--- src/rtl/synchronous_down_counter_dflow_pkg.sv ---
`default_nettype none
// +----------------------------------------------------------------------+
// | synchronous_down_counter_dflow_pkg                                   |
// | Shared constants for the data-flow down counter.                     |
// | Rev 1.0                                                              |
// +----------------------------------------------------------------------+
package synchronous_down_counter_dflow_pkg;

  localparam int unsigned DEFAULT_WIDTH = 4;

endpackage : synchronous_down_counter_dflow_pkg
`default_nettype wire

--- src/rtl/synchronous_down_counter_dflow_dff.sv ---
`default_nettype none
// +----------------------------------------------------------------------+
// | dff_sync_rst                                                         |
// | 1-bit D flip-flop with synchronous active-high clear.                |
// | Rev 1.0                                                              |
// +----------------------------------------------------------------------+
module dff_sync_rst (
  output logic q,
  input  logic d,
  input  logic clk,
  input  logic rst
);

  always_ff @(posedge clk) begin
    if (rst) begin
      q <= 1'b0;
    end else begin
      q <= d;
    end
  end

endmodule : dff_sync_rst
`default_nettype wire

--- src/rtl/synchronous_down_counter_dflow.sv ---
`default_nettype none
// +----------------------------------------------------------------------+
// | synchronous_down_counter_dflow                                       |
// | Free-running binary down counter: borrow-chain next state, one flop  |
// | per bit.                                                             |
// | Rev 1.0                                                              |
// +----------------------------------------------------------------------+
module synchronous_down_counter_dflow
  import synchronous_down_counter_dflow_pkg::*;
#(
  parameter int WIDTH = DEFAULT_WIDTH
) (
  output logic [WIDTH-1:0] out,
  input  logic             clk,
  input  logic             rst
);

  logic [WIDTH-1:0] borrow;
  logic [WIDTH-1:0] next_state;

  assign borrow[0] = 1'b1;

  // Clear is applied inside each flop, so next_state carries only the decrement.
  for (genvar i = 0; i < WIDTH; i++) begin : g_bit
    assign next_state[i] = out[i] ^ borrow[i];

    if (i < WIDTH - 1) begin : g_borrow
      assign borrow[i+1] = borrow[i] & ~out[i];
    end

    dff_sync_rst u_dff (
      .q   (out[i]),
      .d   (next_state[i]),
      .clk (clk),
      .rst (rst)
    );
  end

endmodule : synchronous_down_counter_dflow
`default_nettype wire

--- config.mk ---
export PLATFORM = sky130hd
export DESIGN_NAME = synchronous_down_counter_dflow
export DESIGN_NICKNAME = d
export VERILOG_FILES = /design/src/rtl/synchronous_down_counter_dflow_pkg.sv /design/src/rtl/synchronous_down_counter_dflow_dff.sv /design/src/rtl/synchronous_down_counter_dflow.sv
export SDC_FILE = /design/constraint.sdc
export NUM_CORES = 1
export LEC_CHECK = 0
export CAP_MARGIN = 30
export CORE_AREA = 2 2 39 41
export DETAILED_ROUTE_END_ITERATION = 8
export DIE_AREA = 0 0 41 43
export PLACE_DENSITY = 0.32
export SLEW_MARGIN = 20
export SYNTH_ARGS = -nofsm -noshare
export SYNTH_HDL_FRONTEND = slang
export SYNTH_SLANG_ARGS = --single-unit
--- constraint.sdc ---
create_clock -name clk -period 1.26 [get_ports clk]
set_clock_uncertainty 0.15 [all_clocks]
set_input_delay 0.315 -clock clk [delete_from_list [all_inputs] [get_ports clk]]
set_output_delay 0.315 -clock clk [all_outputs]
set_load 0.02 [all_outputs]
== After elaboration in Yosys (flattened, before gate mapping) ==
Index checks and enable logic that the tools add are counted.
Cells by class
  $add $sub $neg: 0
  $mul: 0
  div/mod/pow operators: 0
  order comparisons: 0
  equal/unequal tests: 0
  shift operators: 0
  muxes and demuxes: 0
  bitwise operators: 8
  reduce and logical (&&, ||, !) cells: 0
Operator list (number)
  NOT 1 bit: 3
  bitwise XOR 1 bit: 3
  bitwise AND 1 bit: 2
Storage, ports and cells
  register bits after elaboration: 4
  bits in latches: 0
  RAM bits: 0
  memory bits (read-only): 0
  input bits: 2
  output and inout bits: 4
  logic and storage cells: 12
  memories: 0

== Longest topological paths before layout ==
  depth after elaboration: 4
  gate-level depth with buffers: 5
  gate-level depth less buffers: 5

== By module ==
A second synthesis with hierarchy kept.
Second synthesis, totals
  cells, all modules: 16
  area, all modules: 187.7 µm²
By module, submodules not included
  dff_sync_rst: instances 4, cells an instance 2, area each 33.8 µm²
  synchronous_down_counter_dflow: instances 1, cells an instance 8, area each 52.6 µm²

== Worst setup path before layout ==
OpenSTA, ideal clock, no wires.
  path type: reg2reg
  start point: reg g_bit[0].u_dff.q
  end point: reg g_bit[3].u_dff.q
  setup time: 0.115 ns
  data arrival time: 0.907 ns
  required time: 0.995 ns
  path slack: 0.088 ns
  stages on the path, launching flop included: 6
  clock period less this slack: 1.172 ns
  path through: dfxtp_1 inv_1 ha_1 ha_1 xnor2_1 nor2_1
Between the ends
  longest elaborated chain between the ends: 4
Ends and longest elaborated chain
  from (decl): line synchronous_down_counter_dflow_dff.sv:8  | output logic q,
  from (signal assigned): line synchronous_down_counter_dflow_dff.sv:16  | q <= 1'b0;
  from (signal assigned): line synchronous_down_counter_dflow_dff.sv:18  | q <= d;
  NOT 1 bit
  via g_bit[0].u_dff.d: line synchronous_down_counter_dflow_dff.sv:9  | input logic d,
  bitwise AND 1 bit (2 in a row): line synchronous_down_counter_dflow.sv:28  | assign borrow[i+1] = borrow[i] & ~out[i];
  bitwise XOR 1 bit: line synchronous_down_counter_dflow.sv:25  | assign next_state[i] = out[i] ^ borrow[i];
  to (signal assigned): line synchronous_down_counter_dflow_dff.sv:16
  to (signal assigned): line synchronous_down_counter_dflow_dff.sv:18
  to (decl): line synchronous_down_counter_dflow_dff.sv:8
The timed path passes the listed nets, and every way through them passes these cells.
A chain may end at the register's enable or synchronous reset.

== Worst setup path after layout ==
Ends and elaborated chain as after synthesis.

==> results.md <==
Yosys:
- By count the netlist is led by sky130_fd_sc_hd__buf_4 (4), sky130_fd_sc_hd__dfxtp_1 (4), sky130_fd_sc_hd__nor2_1 (4).
- Of the total synthesized cell area, the portion taken by AND, OR, NAND and NOR gates is 0.0882.
- After synthesis, the largest family of logic cells by area is buffers and inverters.
- In the synthesized netlist the dominant register cell turns out to be sky130_fd_sc_hd__dfxtp_1.
- Yosys attributes the largest share of cell area to sky130_fd_sc_hd__dfxtp_1 (47%), sky130_fd_sc_hd__buf_4 (18%), sky130_fd_sc_hd__ha_1 (15%), sky130_fd_sc_hd__nor2_1 (8.8%), sky130_fd_sc_hd__inv_1 (6.6%).
- The synthesized-area fraction occupied by adder cells is 0.147.
- The proportion of netlist area held by the largest area contributor is 0.471.
- The compound-gate portion of the synthesized area is 0.
- After technology mapping, the gate count stands at 18.
- Synthesis instantiated 6 different standard cells from the library.
- When the netlist entered floorplanning its net count stood at 22.
- Counting flops and latches in the post-synthesis netlist gives 4.
- Each instance of the synthesized netlist takes up on average 9.45 um^2.
- The number of synthesized flops with an enable pin is 0.
- For this run, asynchronously set or reset flops after synthesis account for 0.
- The cell type contributing the most total cell area after synthesis is sky130_fd_sc_hd__dfxtp_1.
- The portion of the post-synthesis area used by sequential elements is 0.471.
- The cell area after synthesis is around 170 um^2.
- Of the post-synthesis cell area, the part taken by muxes is 0.
- The Yosys warning count is 0.
- The fraction of synthesized cell area in xor and xnor cells is 0.0515.

Drt:
- In the routed layout, each cell is associated on average with a via count of between 2 and 3.
- In the final routed layout, each cell accounts on average for 6.56 um.
- The length of the first detailed-routing pass in iterations is 1.
- The remaining number of nets flagged by the antenna check after routing is 0.
- Summed over all layers, the routed wires come to 256 um.
- The via total after detailed routing is approximately 120.
- The count of routing violations after the opening detailed-route iteration is 0.
- The remaining design rule violation count is 0.

Placement:
- OpenSTA, run right after detailed placement, puts the worst setup slack at -0.147 ns.
- In this run, placement finished with an instance count of 36.
- The number of buffers inserted by port buffering is 5.
- In this run the cell area measured after placement is 218 um^2.
- Detailed placement ended at an HPWL of about 180 um.
- Routability-driven placement finished with a final weighted congestion of between 0.5 and 0.6.

Min path:
- The hold-critical path endpoint is g_bit[0].u_dff.q.
- The source of the worst hold timing path is g_bit[0].u_dff.q.
- Counting instances, the worst hold path has a depth of 1.
- The path class of the tightest hold or removal check is reg -> reg.

Worst setup path:
- The slowest stage of the critical path is the sky130_fd_sc_hd__dfxtp_2 cell.
- The critical path goes through inv_1 -> ha_1 -> ha_1 -> xnor2_1 -> nor2_1.
- The setup check on the worst reg-to-reg path leaves a slack of between 0.07 and 0.08 ns.
- The count of cells along the worst register-to-register path is 5.
- Data on the critical path is required at its endpoint by around 1.2 ns.
- The delay contributed by the slowest stage of the critical path is approximately 0.32 ns.
- The nature of the critical path endpoint is a flip-flop.
- The source of the worst register-to-register timing path is g_bit[0].u_dff.q.
- The destination of the worst register-to-register timing path is g_bit[3].u_dff.q.
- The worst setup path is launched from a flip-flop.
- The cell repeated most along the worst path is sky130_fd_sc_hd__ha_1.
- The setup path with the least slack is of type reg -> reg.
- In this design, the largest share of critical-path delay is due to adder cells.
- Of all nets on the critical path, the largest fanout is 3.
- The number of buffers and inverters on the critical path is 1.
- The signal arrival time at the worst endpoint is 1.16 ns.

Layout:
- The flip-flop count of the largest register, all copies and words added is 4.
- The largest registers in the layout are g_bit.u_dff.q x4.
- The antenna diode count is 0.
- The filler cells instantiated in the layout total 156.
- The share of layout cells above drive strength 1 is 0.391.
- Summing all non-filler instances in the final layout gives an area of 221 um^2.
- More flip-flops sit in one register than any other, and that register is g_bit.u_dff.q.
- In the final design database the tool counted 29 nets.
- The layout overhead on the synthesized area is 30.1%.
- Leaving out filler cells and counting taps, the final layout contains 39.

STA:
- Setup repair after global routing left no endpoint under its margin.
- The post-route minimum period is between 1 and 1.5 ns.
- At the pin with the least slew margin, the transition time is ~0.15 ns.
- Timing would allow up to 844 MHz.
- Measured against its own limit, the worst slew margin works out to 0.903.
- The setup TNS after final layout is 0 ns.
- The number of slew-limit violations in the final report was 0.
- The count of final hold-check violations is 0.
- The post-route clock period utilization is 0.940.
- The tightest hold path in the finished design has a slack of 0.255 ns.
- Setup slack on the critical path of the routed design comes to 0.0750 ns.
- The count of endpoints failing setup in the final report is 0.

Clocking:
- The worst-skew pair later-pin latency is between 0.2 and 0.25 ns.
- The number of buffers added by the clock tree synthesis step is 3.
- After clock tree synthesis, the clock-pin slew on the worst setup and hold paths is 0.04 ns.
- TritonCTS built the clock tree.
- The CTS H-tree depth is 1.
- The root buffer selected by CTS is sky130_fd_sc_hd__clkbuf_4.
- The number of sinks driven by the clock tree is 4.
- The deepest clock path buffer count is 2.

Global route:
- The maximum number of pins on one net before global-route repair is 5.
- The overall routing resource usage is 0.0463.
- The total overflow reported by the global router is 0.
- The number of antenna violations at the first check in global routing was 0.
- The first global-routing pass estimated approximately 460 um of wire.
- The via count of the first global-routing pass is between 100 and 150.

Pwr:
- For this design the ratio of total power to cell area is 1860 nW/um^2.
- VDD sags by at most approximately 740 uV.
- The analysis attributes to cell leakage a power of 0.108 nW.

Floorplan:
- The core region is 1380 um^2.
- The die is 43 um tall.
- The top-level port count is 6.
- The initial utilization of the core area, before any placement, comes to 0.123.
- The floorplan has 14 rows.
- The die width is 41 um.
- The die covers between 1500 and 2000 um^2.

Run status:
- The flow ran to the end, and the final reports show no timing, DRC or antenna violations.

Flow run:
- The count of maximum capacitance violations is 0.
where the power goes:
| group | switching (W) | internal [W] | leakage, nW |
|---|---|---|---|
| sequential | 0.00000900 | 0.000148 | 0.0336 |
| clock | 0.0000491 | 0.000106 | 0.0138 |
| combinational | 0.0000544 | 0.0000448 | 0.0611 |
| total | 0.000113 | 0.000299 | 0.108 |
what timing repair did:
action | in CTS | in global routing
pin swaps | 0 | 1
resized for setup | 16 | 1
hold buffers | 0 | 0
setup endpoints to repair | 4 | 1
buffers inserted | 0 | 0
endpoints found under the hold margin | 0 | 0
stage by stage:
step                       util  power [W]
after CTS                 0.159   0.000421
final                     0.160   0.000412
after global placement    0.157   0.000274
after detailed placement  0.157   0.000277
after global routing      0.160   0.000448
after floorplan               -   0.000245
worst max path at each step:
stage,start,to,slack [ns],cells past startpoint
2_1_floorplan,g_bit[0].u_dff.q,g_bit[3].u_dff.q,0.09,5
3_3_place_gp,g_bit[0].u_dff.q,out[0],-0.14,1
3_5_place_dp,g_bit[0].u_dff.q,out[0],-0.15,1
4_1_cts,g_bit[0].u_dff.q,g_bit[3].u_dff.q,0.02,5
5_1_grt,g_bit[1].u_dff.q,g_bit[3].u_dff.q,0.007,5
6_report,g_bit[0].u_dff.q,g_bit[3].u_dff.q,0.08,5
cells in the final DEF (no fill, tap or decap):
| cell type | n |
|---|---|
| sky130_fd_sc_hd__xnor2_1 | 1 |
| sky130_fd_sc_hd__ha_1 | 2 |
| sky130_fd_sc_hd__buf_4 | 1 |
| sky130_fd_sc_hd__buf_2 | 4 |
| sky130_fd_sc_hd__dfxtp_2 | 1 |
| sky130_fd_sc_hd__nor2_1 | 4 |
| sky130_fd_sc_hd__inv_1 | 3 |
| sky130_fd_sc_hd__dfxtp_1 | 3 |
| sky130_fd_sc_hd__clkdlybuf4s50_1 | 1 |
| sky130_fd_sc_hd__clkbuf_4 | 3 |
layer usage:
layer  up-vias  wire, um  global-route usage
li1         59         -                   -
met1        49       115              0.0422
met2         8        88              0.0438
met3         0        52              0.0681
met4         0         0              0.0400
met5         -         0                   0
final cells by class:
class | count | area, um^2 | share of cell area
Multi-Input combinational cell | 7 | 48.8 | 0.220
Timing Repair Buffer | 6 | 37.5 | 0.169
Sequential cell | 4 | 81.3 | 0.367
Tap cell | 16 | 20.0 | 0.0904
Clock buffer | 3 | 22.5 | 0.102
Inverter | 3 | 11.3 | 0.0508
logic make-up after synthesis:
kind of cell,Yosys count
adder cells (fa/ha/maj),2
flip-flops,4
buffers and inverters,7
XOR/XNOR,1
AND/OR/NAND/NOR,4
Note: power is estimated with default switching activity, not from simulation.
